`config.mk`:
```
export PLATFORM = sky130hd
export DESIGN_NAME = dmem_lsu_flat
export DESIGN_NICKNAME = d
export VERILOG_FILES = /design/src/rtl/dmem_lsu_if.sv /design/src/rtl/dmem_lsu.sv /design/src/flat_wrapper.sv
export SDC_FILE = /design/constraint.sdc
export NUM_CORES = 1
export LEC_CHECK = 0
export CAP_MARGIN = 40
export CORE_ASPECT_RATIO = 0.8
export CORE_MARGIN = 4
export CORE_UTILIZATION = 42
export CTS_BUF_LIST = sky130_fd_sc_hd__clkbuf_8
export DETAILED_ROUTE_END_ITERATION = 16
export PLACE_DENSITY_LB_ADDON = 0.2
export SLEW_MARGIN = 25
export SYNTH_ARGS = -nofsm -noshare
export SYNTH_HDL_FRONTEND = slang
export SYNTH_SLANG_ARGS = --single-unit
```
`constraint.sdc`:
```
create_clock -name clk -period 2.2 [get_ports clk]
set_clock_uncertainty 0.2 [all_clocks]
set_input_delay 0.33 -clock clk [delete_from_list [all_inputs] [get_ports clk]]
set_output_delay 0.33 -clock clk [all_outputs]
set_load 0.05 [all_outputs]
```
`src/rtl/dmem_lsu_if.sv`:
```
// Request/response and data-memory signal bundle for dmem_lsu.
// The slave modport is the LSU's view; master is the pipeline/memory side.
interface dmem_lsu_if #(
  parameter int DATA_W  = 32,
  parameter int LANE_W  = 4,
  parameter int MADDR_W = 16
) ();

  logic               req_valid;
  logic               req_ready;
  logic               req_we;
  logic [1:0]         req_size;
  logic               req_uns;
  logic [31:0]        req_addr;
  logic [DATA_W-1:0]  req_wdata;

  logic               resp_valid;
  logic               resp_ready;
  logic [DATA_W-1:0]  resp_rdata;
  logic               resp_err;

  logic [MADDR_W-1:0] dmem_a;
  logic [DATA_W-1:0]  dmem_rd;
  logic [DATA_W-1:0]  dmem_wd;
  logic [LANE_W-1:0]  dmem_we;

  modport slave (
    input  req_valid, req_we, req_size, req_uns, req_addr, req_wdata,
    input  resp_ready, dmem_rd,
    output req_ready, resp_valid, resp_rdata, resp_err,
    output dmem_a, dmem_wd, dmem_we
  );

  modport master (
    output req_valid, req_we, req_size, req_uns, req_addr, req_wdata,
    output resp_ready, dmem_rd,
    input  req_ready, resp_valid, resp_rdata, resp_err,
    input  dmem_a, dmem_wd, dmem_we
  );

endinterface

```
`src/rtl/dmem_lsu.sv`:
```
// Load/store unit in front of a combinational-read data memory: lane steering,
// load extension, registered valid/ready response. LSU_ALIGN_EXC_EN enables alignment faults.
module dmem_lsu #(
  parameter int DATA_W  = 32,
  parameter int LANE_W  = 4,
  parameter int MADDR_W = 16
) (
  input logic        clk,
  input logic        rst,
  dmem_lsu_if.slave  bus
);

  localparam int OFF_W = $clog2(LANE_W);

  typedef enum logic [1:0] {IDLE, ACCESS, RESP} state_e;
  typedef enum logic [1:0] {SZ_BYTE = 2'd0, SZ_HALF = 2'd1, SZ_WORD = 2'd2, SZ_ILL = 2'd3} size_e;

  state_e                   state_q, state_d;

  // Stage register: the request as captured at acceptance.
  logic                     we_q;
  logic                     uns_q;
  size_e                    size_q;
  logic [MADDR_W+OFF_W-1:0] addr_q;
  logic [DATA_W-1:0]        wdata_q;

  logic [DATA_W-1:0]        rdata_q, rdata_d;
  logic                     err_q, err_d;

  logic                     accept;
  logic                     in_access;
  logic                     fault;
  size_e                    eff_size;
  logic [OFF_W-1:0]         off;
  logic [DATA_W-1:0]        shifted;
  logic [LANE_W-1:0]        lane_we;
  logic [DATA_W-1:0]        lane_wd;
  logic [DATA_W-1:0]        load_ext;
  logic                     unused_addr_hi;

  // Address bits above the memory's reach simply wrap.
  assign unused_addr_hi = ^bus.req_addr[31:MADDR_W+OFF_W];

  assign bus.req_ready  = (state_q == IDLE) || (state_q == RESP && bus.resp_ready);
  assign accept         = bus.req_valid && bus.req_ready;
  assign in_access      = (state_q == ACCESS);

  assign bus.resp_valid = (state_q == RESP);
  assign bus.resp_rdata = rdata_q;
  assign bus.resp_err   = err_q;
  assign bus.dmem_a     = addr_q[MADDR_W+OFF_W-1:OFF_W];

`ifdef LSU_ALIGN_EXC_EN
  assign fault    = (size_q == SZ_HALF && addr_q[0])
                 || (size_q == SZ_WORD && addr_q[OFF_W-1:0] != '0)
                 || (size_q == SZ_ILL);
  assign eff_size = size_q;
  assign off      = addr_q[OFF_W-1:0];
`else
  // Misaligned accesses are force-aligned; size 3 behaves as a word.
  assign fault    = 1'b0;
  assign eff_size = (size_q == SZ_ILL) ? SZ_WORD : size_q;
  assign off      = (eff_size == SZ_BYTE) ? addr_q[OFF_W-1:0]
                  : (eff_size == SZ_HALF) ? {addr_q[OFF_W-1:1], 1'b0}
                  : '0;
`endif

  assign shifted = bus.dmem_rd >> {off, 3'b000};

  // NOTE: every combinational output gets a default before the case, so no path leaves it unassigned and no latch is inferred.
  always_comb begin
    lane_we  = '0;
    lane_wd  = '0;
    load_ext = '0;
    unique case (eff_size)
      SZ_BYTE: begin
        lane_we  = LANE_W'(1) << off;
        lane_wd  = {LANE_W{wdata_q[7:0]}};
        load_ext = uns_q ? {{(DATA_W-8){1'b0}}, shifted[7:0]}
                         : {{(DATA_W-8){shifted[7]}}, shifted[7:0]};
      end
      SZ_HALF: begin
        lane_we  = LANE_W'(3) << off;
        lane_wd  = {(LANE_W/2){wdata_q[15:0]}};
        load_ext = uns_q ? {{(DATA_W-16){1'b0}}, shifted[15:0]}
                         : {{(DATA_W-16){shifted[15]}}, shifted[15:0]};
      end
      default: begin
        lane_we  = '1;
        lane_wd  = wdata_q;
        load_ext = shifted;
      end
    endcase
  end

  // Write enables are gated by reset so a store caught by reset never lands.
  assign bus.dmem_we = (in_access && we_q && !fault && !rst) ? lane_we : '0;
  assign bus.dmem_wd = (in_access && we_q && !fault) ? lane_wd : '0;

  always_comb begin
    state_d = state_q;
    rdata_d = rdata_q;
    err_d   = err_q;
    unique case (state_q)
      IDLE:    if (accept) state_d = ACCESS;
      ACCESS: begin
        state_d = RESP;
        err_d   = fault;
        rdata_d = (we_q || fault) ? '0 : load_ext;
      end
      RESP:    if (bus.resp_ready) state_d = accept ? ACCESS : IDLE;
      default: state_d = IDLE;
    endcase
  end

  // NOTE: sequential state uses non-blocking assignments so every register samples pre-edge values.
  always_ff @(posedge clk) begin
    if (rst) begin
      state_q <= IDLE;
      rdata_q <= '0;
      err_q   <= 1'b0;
      we_q    <= 1'b0;
      uns_q   <= 1'b0;
      size_q  <= SZ_BYTE;
      addr_q  <= '0;
      wdata_q <= '0;
    end else begin
      state_q <= state_d;
      rdata_q <= rdata_d;
      err_q   <= err_d;
      if (accept) begin
        we_q    <= bus.req_we;
        uns_q   <= bus.req_uns;
        size_q  <= size_e'(bus.req_size);
        addr_q  <= bus.req_addr[MADDR_W+OFF_W-1:0];
        wdata_q <= bus.req_wdata;
      end
    end
  end

endmodule

```
`src/flat_wrapper.sv`:
```
// flat-port wrapper written by rule: the top's interface ports become plain ports
module dmem_lsu_flat 
#(
  parameter int DATA_W  = 32,
  parameter int LANE_W  = 4,
  parameter int MADDR_W = 16
)
  (clk, rst, bus_req_valid, bus_req_we, bus_req_size, bus_req_uns, bus_req_addr, bus_req_wdata, bus_resp_ready, bus_dmem_rd, bus_req_ready, bus_resp_valid, bus_resp_rdata, bus_resp_err, bus_dmem_a, bus_dmem_wd, bus_dmem_we);
  dmem_lsu_if #(.DATA_W(DATA_W), .LANE_W(LANE_W), .MADDR_W(MADDR_W)) bus_i ();
  input logic clk;
  input logic rst;
  input wire logic [$bits(bus_i.req_valid)-1:0] bus_req_valid;
  input wire logic [$bits(bus_i.req_we)-1:0] bus_req_we;
  input wire logic [$bits(bus_i.req_size)-1:0] bus_req_size;
  input wire logic [$bits(bus_i.req_uns)-1:0] bus_req_uns;
  input wire logic [$bits(bus_i.req_addr)-1:0] bus_req_addr;
  input wire logic [$bits(bus_i.req_wdata)-1:0] bus_req_wdata;
  input wire logic [$bits(bus_i.resp_ready)-1:0] bus_resp_ready;
  input wire logic [$bits(bus_i.dmem_rd)-1:0] bus_dmem_rd;
  output wire logic [$bits(bus_i.req_ready)-1:0] bus_req_ready;
  output wire logic [$bits(bus_i.resp_valid)-1:0] bus_resp_valid;
  output wire logic [$bits(bus_i.resp_rdata)-1:0] bus_resp_rdata;
  output wire logic [$bits(bus_i.resp_err)-1:0] bus_resp_err;
  output wire logic [$bits(bus_i.dmem_a)-1:0] bus_dmem_a;
  output wire logic [$bits(bus_i.dmem_wd)-1:0] bus_dmem_wd;
  output wire logic [$bits(bus_i.dmem_we)-1:0] bus_dmem_we;
  assign bus_i.req_valid = bus_req_valid;
  assign bus_i.req_we = bus_req_we;
  assign bus_i.req_size = bus_req_size;
  assign bus_i.req_uns = bus_req_uns;
  assign bus_i.req_addr = bus_req_addr;
  assign bus_i.req_wdata = bus_req_wdata;
  assign bus_i.resp_ready = bus_resp_ready;
  assign bus_i.dmem_rd = bus_dmem_rd;
  assign bus_req_ready = bus_i.req_ready;
  assign bus_resp_valid = bus_i.resp_valid;
  assign bus_resp_rdata = bus_i.resp_rdata;
  assign bus_resp_err = bus_i.resp_err;
  assign bus_dmem_a = bus_i.dmem_a;
  assign bus_dmem_wd = bus_i.dmem_wd;
  assign bus_dmem_we = bus_i.dmem_we;
  dmem_lsu #(.DATA_W(DATA_W), .LANE_W(LANE_W), .MADDR_W(MADDR_W)) u_core (.clk(clk), .rst(rst), .bus(bus_i));
endmodule
```
Yosys cells after proc, flatten, opt, wreduce, memory -nomap -nowiden
Cells that the tools add are included.

Bits in registers: 88. Bits in latches: 0. Memory bits (writable): 0. Memory bits (read-only): 0. Input port bits: 104. Output and inout port bits: 87. Memories kept: 0.

Add/sub/neg operators: 0. Multipliers: 0. Divide/modulo/power cells: 0. $lt $le $gt $ge: 0. Equality and inequality tests: 6. Shift operators: 3. Muxes and demuxes: 15. Bitwise gates (word level): 0. Reductions and logical operators: 9.

Operators by type and width (count): 2-to-1 mux 32 bit (4); one-hot mux 32 bit (2 select lines) (2); right shift 32 x 5 -> 32 bit (1); 2-to-1 mux 2 bit (5); one-hot mux 4 bit (2 select lines) (1); one-hot mux 2 bit (3 select lines) (1); equality test 2 x 1 -> 1 bit, second input constant (2); equality test 2 bit, second input constant (2); logical AND 1 bit (4); zero test 2 bit (2); 2-to-1 mux 4 bit (1); left shift 1 x 2 -> 4 bit, first input constant (1); left shift 2 x 2 -> 4 bit, first input constant (1); inequality test 2 x 1 -> 1 bit, second input constant (1); inequality test 2 bit, second input constant (1); AND reduction 2 bit (1); zero test 1 bit (1); logical OR 1 bit (1); 2-to-1 mux 1 bit (1).

Depth between registers and ports, before layout
Depth after elaboration: 9. Depth in mapped cells: 8. Depth with buffers taken out: 5.

Worst setup path before layout
No wires, ideal clock.

Path kind: register to output. Start point: register u_core.size_q[1]. End point: output bus_dmem_we[0]. Arrival: 2.526 ns. Slack: -0.856 ns. Cell stages (with the launch flop): 6. Path buffers: 2. Path through: dfxtp_1 clkbuf_1 nor2_1 and2_1 clkbuf_1 nor4_1.

Longest elaborated chain between the ends: 8. Elaborated cells on any way between the ends: 10. Classes of those cells: eq/ne: 2; shift: 2; mux: 5; reduce/logical: 1.

RTL lines: from (decl) (RTL line dmem_lsu.sv:23) `size_e size_q;`; from (signal assigned) (RTL line dmem_lsu.sv:134) `size_q <= size_e'(bus.req_size);`; equality test 2 bit (RTL line dmem_lsu.sv:62) `assign eff_size = (size_q == SZ_ILL) ? SZ_WORD : size_q;`; 2-to-1 mux 2 bit (*) (RTL line dmem_lsu.sv:62); equality test 2 x 1 -> 1 bit (RTL line dmem_lsu.sv:64, dmem_lsu.sv:75); 2-to-1 mux 2 bit (RTL line dmem_lsu.sv:64) `: (eff_size == SZ_HALF) ? {addr_q[OFF_W-1:1], 1'b0}`; 2-to-1 mux 2 bit (RTL line dmem_lsu.sv:63) `assign off = (eff_size == SZ_BYTE) ? addr_q[OFF_W-1:0]`; left shift 2 x 2 -> 4 bit / left shift 1 x 2 -> 4 bit (equally long branches) (RTL line dmem_lsu.sv:83, dmem_lsu.sv:77); one-hot mux 4 bit (2 select lines) (*) (RTL line dmem_lsu.sv:75) `unique case (eff_size)`; 2-to-1 mux 4 bit (*) (RTL line dmem_lsu.sv:97) `assign bus.dmem_we = (in_access && we_q && !fault && !rst) ? lane_we : '0;`; to (decl) (RTL line flat_wrapper.sv:26) `output wire logic [$bits(bus_i.dmem_we)-1:0] bus_dmem_we;`.

Mark *: on every way between the ends. The rest lies on a longest branch, timed or not.

Worst setup path after layout
Start point: register u_core.state_q[0]. End point: output bus_dmem_we[2].

Longest elaborated chain between the ends: 4.

RTL lines: from (decl) (RTL line dmem_lsu.sv:18) `state_e state_q, state_d;`; from (signal assigned) (RTL line dmem_lsu.sv:128) `state_q <= state_d;`; equality test 2 x 1 -> 1 bit (RTL line dmem_lsu.sv:46) `assign in_access = (state_q == ACCESS);`; logical AND 1 bit (2 in series) (RTL line dmem_lsu.sv:97); 2-to-1 mux 4 bit (RTL line dmem_lsu.sv:97).

Every way passes these cells.

==> results.yml <==
global_routing:
  grt-ovfl-total: 0
  grt_pass1_wl_um: 21070
  grt_max_degree: 42
  grt_pass1_vias: 4222
  antenna_found_initial: 0
  track_usage_pct: 23.37
timing:
  worst_slack_ns: 0.005152
  period_minus_slack_ns: 2.195
  setup_viol: 0
  rsz0062_at_grt: "yes"
  finalCritPeriodShare_pct: 99.77
  hold_viol: 0
  max_freq_mhz: 455.6
  slew_viol_final: 0
  tightest_slew_ns: 0.5523
  relSlewSlack_pct: 63.06
  timing.hold.ws_ns: 0.2487
cts:
  htreeDepth: 3
  insertion_delay_ns: 0.36
  clkTransAtPathRegs_ns: 0.08
  numCtsBuffers: 9
  clkSinkCount: 88
  clock_path_buffers: 2
  cts_root_buf: "clkbuf_8"
  cts_tree: "done"
place:
  port_buffers: 175
  gp_routability_congestion: 0.8566
  place_hpwl_um: 10080
  pre_cts_slack_ns: -0.1033
yosys:
  synth-warning-count: 0
  syn_inst: 544
  seq_area_frac_synth_pct: 43.71
  mappedNetlistArea_um2: 4030
  netlist.area_leader.share_pct: 43.71
  ys_ff_latch: 88
  yosys.area.top_type: "dfxtp_1"
  synth_cell_types: 32
  synth_area_leaders: "dfxtp_1, nand2_1, a21oi_1"
  syn_nets: 648
  avgSynthCellArea_um2: 7.408
critical_path:
  r2r-start: "u_core.addr_q[0]$_SDFFE_PP0N_"
  cpPeakStageDelay_ns: 0.36
  crit_path_frequent_cell: "buf_12"
  crit_required_ns: 1.67
  crit_start: "u_core.state_q[0]$_SDFFE_PP0P_"
  worstPathCellList: "nor2b_4 -> nand2_4 -> buf_12 -> nor4_4 -> buf_12"
  reg2reg_depth: 6
  crit_path_max_fanout: 6
  start_kind: "flop"
  path_buf_inv: 2
  crit_cells: 5
  path_delay_family: "simple AND/OR/NAND/NOR gates"
  worstSetupEndpointType: "primary output"
  regToRegSetupSlack_ns: 0.04
  cp_slowest_cell: "dfxtp_4"
  r2r-end: "u_core.bus.resp_rdata[19]$_SDFFE_PP0N_"
  crit_type: "flop to primary output"
  cp_data_arrival_time_ns: 1.66
  endpoint: "bus_dmem_we[2]"
drt:
  ant_nets: 0
  dr.max_layer_used: "met4"
  drc: 0
  vias: 4390
  wl_met3_um: 1340
  met1_length_um: 5789
  wl_met2_um: 6589
  first_iter_violations: 193
  drt_wl_total_um: 14070
  wl_per_cell_um: 16.95
  via_per_inst: 5.289
  first_pass_iters: 5
floorplanning:
  pin_count: 191
  die_area_um2: 11240
  fp.dieH_um: 95.62
  initial_core_util_pct: 43.84
  die_w_um: 117.5
  rows: 31
  fp.coreArea_um2: 9193
pwr:
  p_leak_nw: 2.621
  ir_drop_mv: 0.4525
  powerDensity_nw_per_um2: 594.1
finish:
  seqCellArea_um2: 1772
  finish.utilization_pct: 74.19
  n_antenna_cell: 0
  finalNetCount: 814
  layout-drive-gt1-share_pct: 18.60
  syn2layout_area_growth_pct: 69.23
  nFillCells: 678
  multiInputGateArea_um2: 2141
flow_run:
  maxCapViolCount: 0
hold_path:
  hold_path_class: "flop to flop"
  worstHoldStart: "u_core.bus.resp_rdata[20]$_SDFFE_PP0N_"
status:
  outcome: "finished clean"
-- tightest hold or removal path, stage by stage (launching register included) --
cell and delay (ns):
dfxtp_1 0.31, nand2_1 0.05, o21ai_1 0.05
-- layout make-up --
cell class                 count  area share (%)
clock inverter                 5           1.156
clock buffer                  11           2.220
timing repair buffer         211           37.04
sequential                    88           25.98
multi-input combinational    398           31.39
tap                          115           2.110
inverter                       2          0.1101
-- per-layer routing --
layer / up-vias / global-route usage, %
met5: - / 0
met4: 0 / 7.805
met3: 27 / 7.888
met2: 217 / 38.70
met1: 2039 / 28.97
li1: 2107 / -
-- Yosys cell counts --
cell	instances
nand2b_1	2
dfxtp_1	88
clkbuf_1	35
o21ai_0	1
conb_1	1
mux2i_1	24
a22oi_1	1
o211ai_1	8
o21ai_1	16
buf_2	2
mux2_1	1
o21bai_1	1
buf_4	18
or2_2	1
o21a_1	1
mux2_2	1
nand3_1	7
inv_1	2
nor2b_1	21
nor4_1	2
nor3_1	3
nand4_1	1
a31oi_1	1
a221o_1	1
and3_1	9
a32oi_1	7
nand2_1	174
a21oi_1	72
a31oi_4	1
nor2_1	39
and2_1	2
buf_1	1
-- layout by cell type, fill, tap and decap left out, types with 7 or more instances in the layout --
cell,synthesis,layout
dfxtp_1,88,84
a32oi_1,7,7
nor2b_1,21,20
a21oi_2,0,12
buf_12,0,46
and3_1,9,9
nor2_2,0,10
o211ai_1,8,8
a21oi_1,72,60
nor2_1,39,26
nand3_1,7,7
o21ai_1,16,17
nand2_1,174,172
mux2i_1,24,23
clkbuf_8,0,11
clkdlybuf4s50_1,0,136
buf_4,18,24
-- sequential cells by signal (all words and copies together) (netlist names) --
name and count:
u_core.bus.resp_rdata 32, u_core.wdata_q 32, u_core.addr_q 18, u_core.size_q 2, u_core.state_q 2, u_core.uns_q 1
u_core.we_q 1
-- cell families (layout without fill, tap and decap cells) --
logic type | Yosys count | after routing | synth area share, %
compound gates | 110 | 110 | 15.55
buf+inv | 58 | 229 | 7.141
flops | 88 | 88 | 43.71
mux | 26 | 26 | 6.520
other cells | 1 | 1 | 0.09305
simple gates | 261 | 261 | 26.98
-- report_power, final --
group	internal [mW]	switching [mW]	total, mW	leakage [nW]
Sequential	1.69	0.0763	1.77	0.723
Combinational	0.438	0.568	1.01	1.78
Clock	0.700	0.576	1.28	0.119
Total	2.83	1.22	4.05	2.62
-- what timing repair did --
item | in CTS | in global routing
hold buffers | 0 | 0
resized for setup | 14 | 27
buffers inserted | 2 | 8
endpoints found under the setup margin | 27 | 19
pin swaps | 1 | 2
gates cloned | 0 | 1
-- how the worst min path moves through the flow --
| stage | cells past startpoint | to | slack [ns] |
|---|---|---|---|
| 2_1_floorplan | 2 | u_core.wdata_q[16]$_SDFFE_PP0N_ | 0.24 |
| 3_3_place_gp | 2 | u_core.bus.resp_rdata[30]$_SDFFE_PP0N_ | 0.23 |
| 3_5_place_dp | 2 | u_core.bus.resp_rdata[25]$_SDFFE_PP0N_ | 0.24 |
| 4_1_cts | 3 | u_core.bus.resp_rdata[0]$_SDFFE_PP0N_ | 0.23 |
| 5_1_grt | 2 | u_core.addr_q[9]$_SDFFE_PP0N_ | 0.27 |
| 6_report | 2 | u_core.bus.resp_rdata[20]$_SDFFE_PP0N_ | 0.25 |
-- stage by stage --
stage                     std cells  total power, mW  TNS, ns  area [um2]
after floorplan                 544            2.341   -15.05        4081
after global routing            830            4.202  -0.1477        6820
final                           830            4.052        0        6820
after CTS                       821            4.027        0        6608
after global placement          803            2.731  -0.5270        6302
after detailed placement        803            2.754   -1.291        6302
Power figures use the tool's default switching activity.
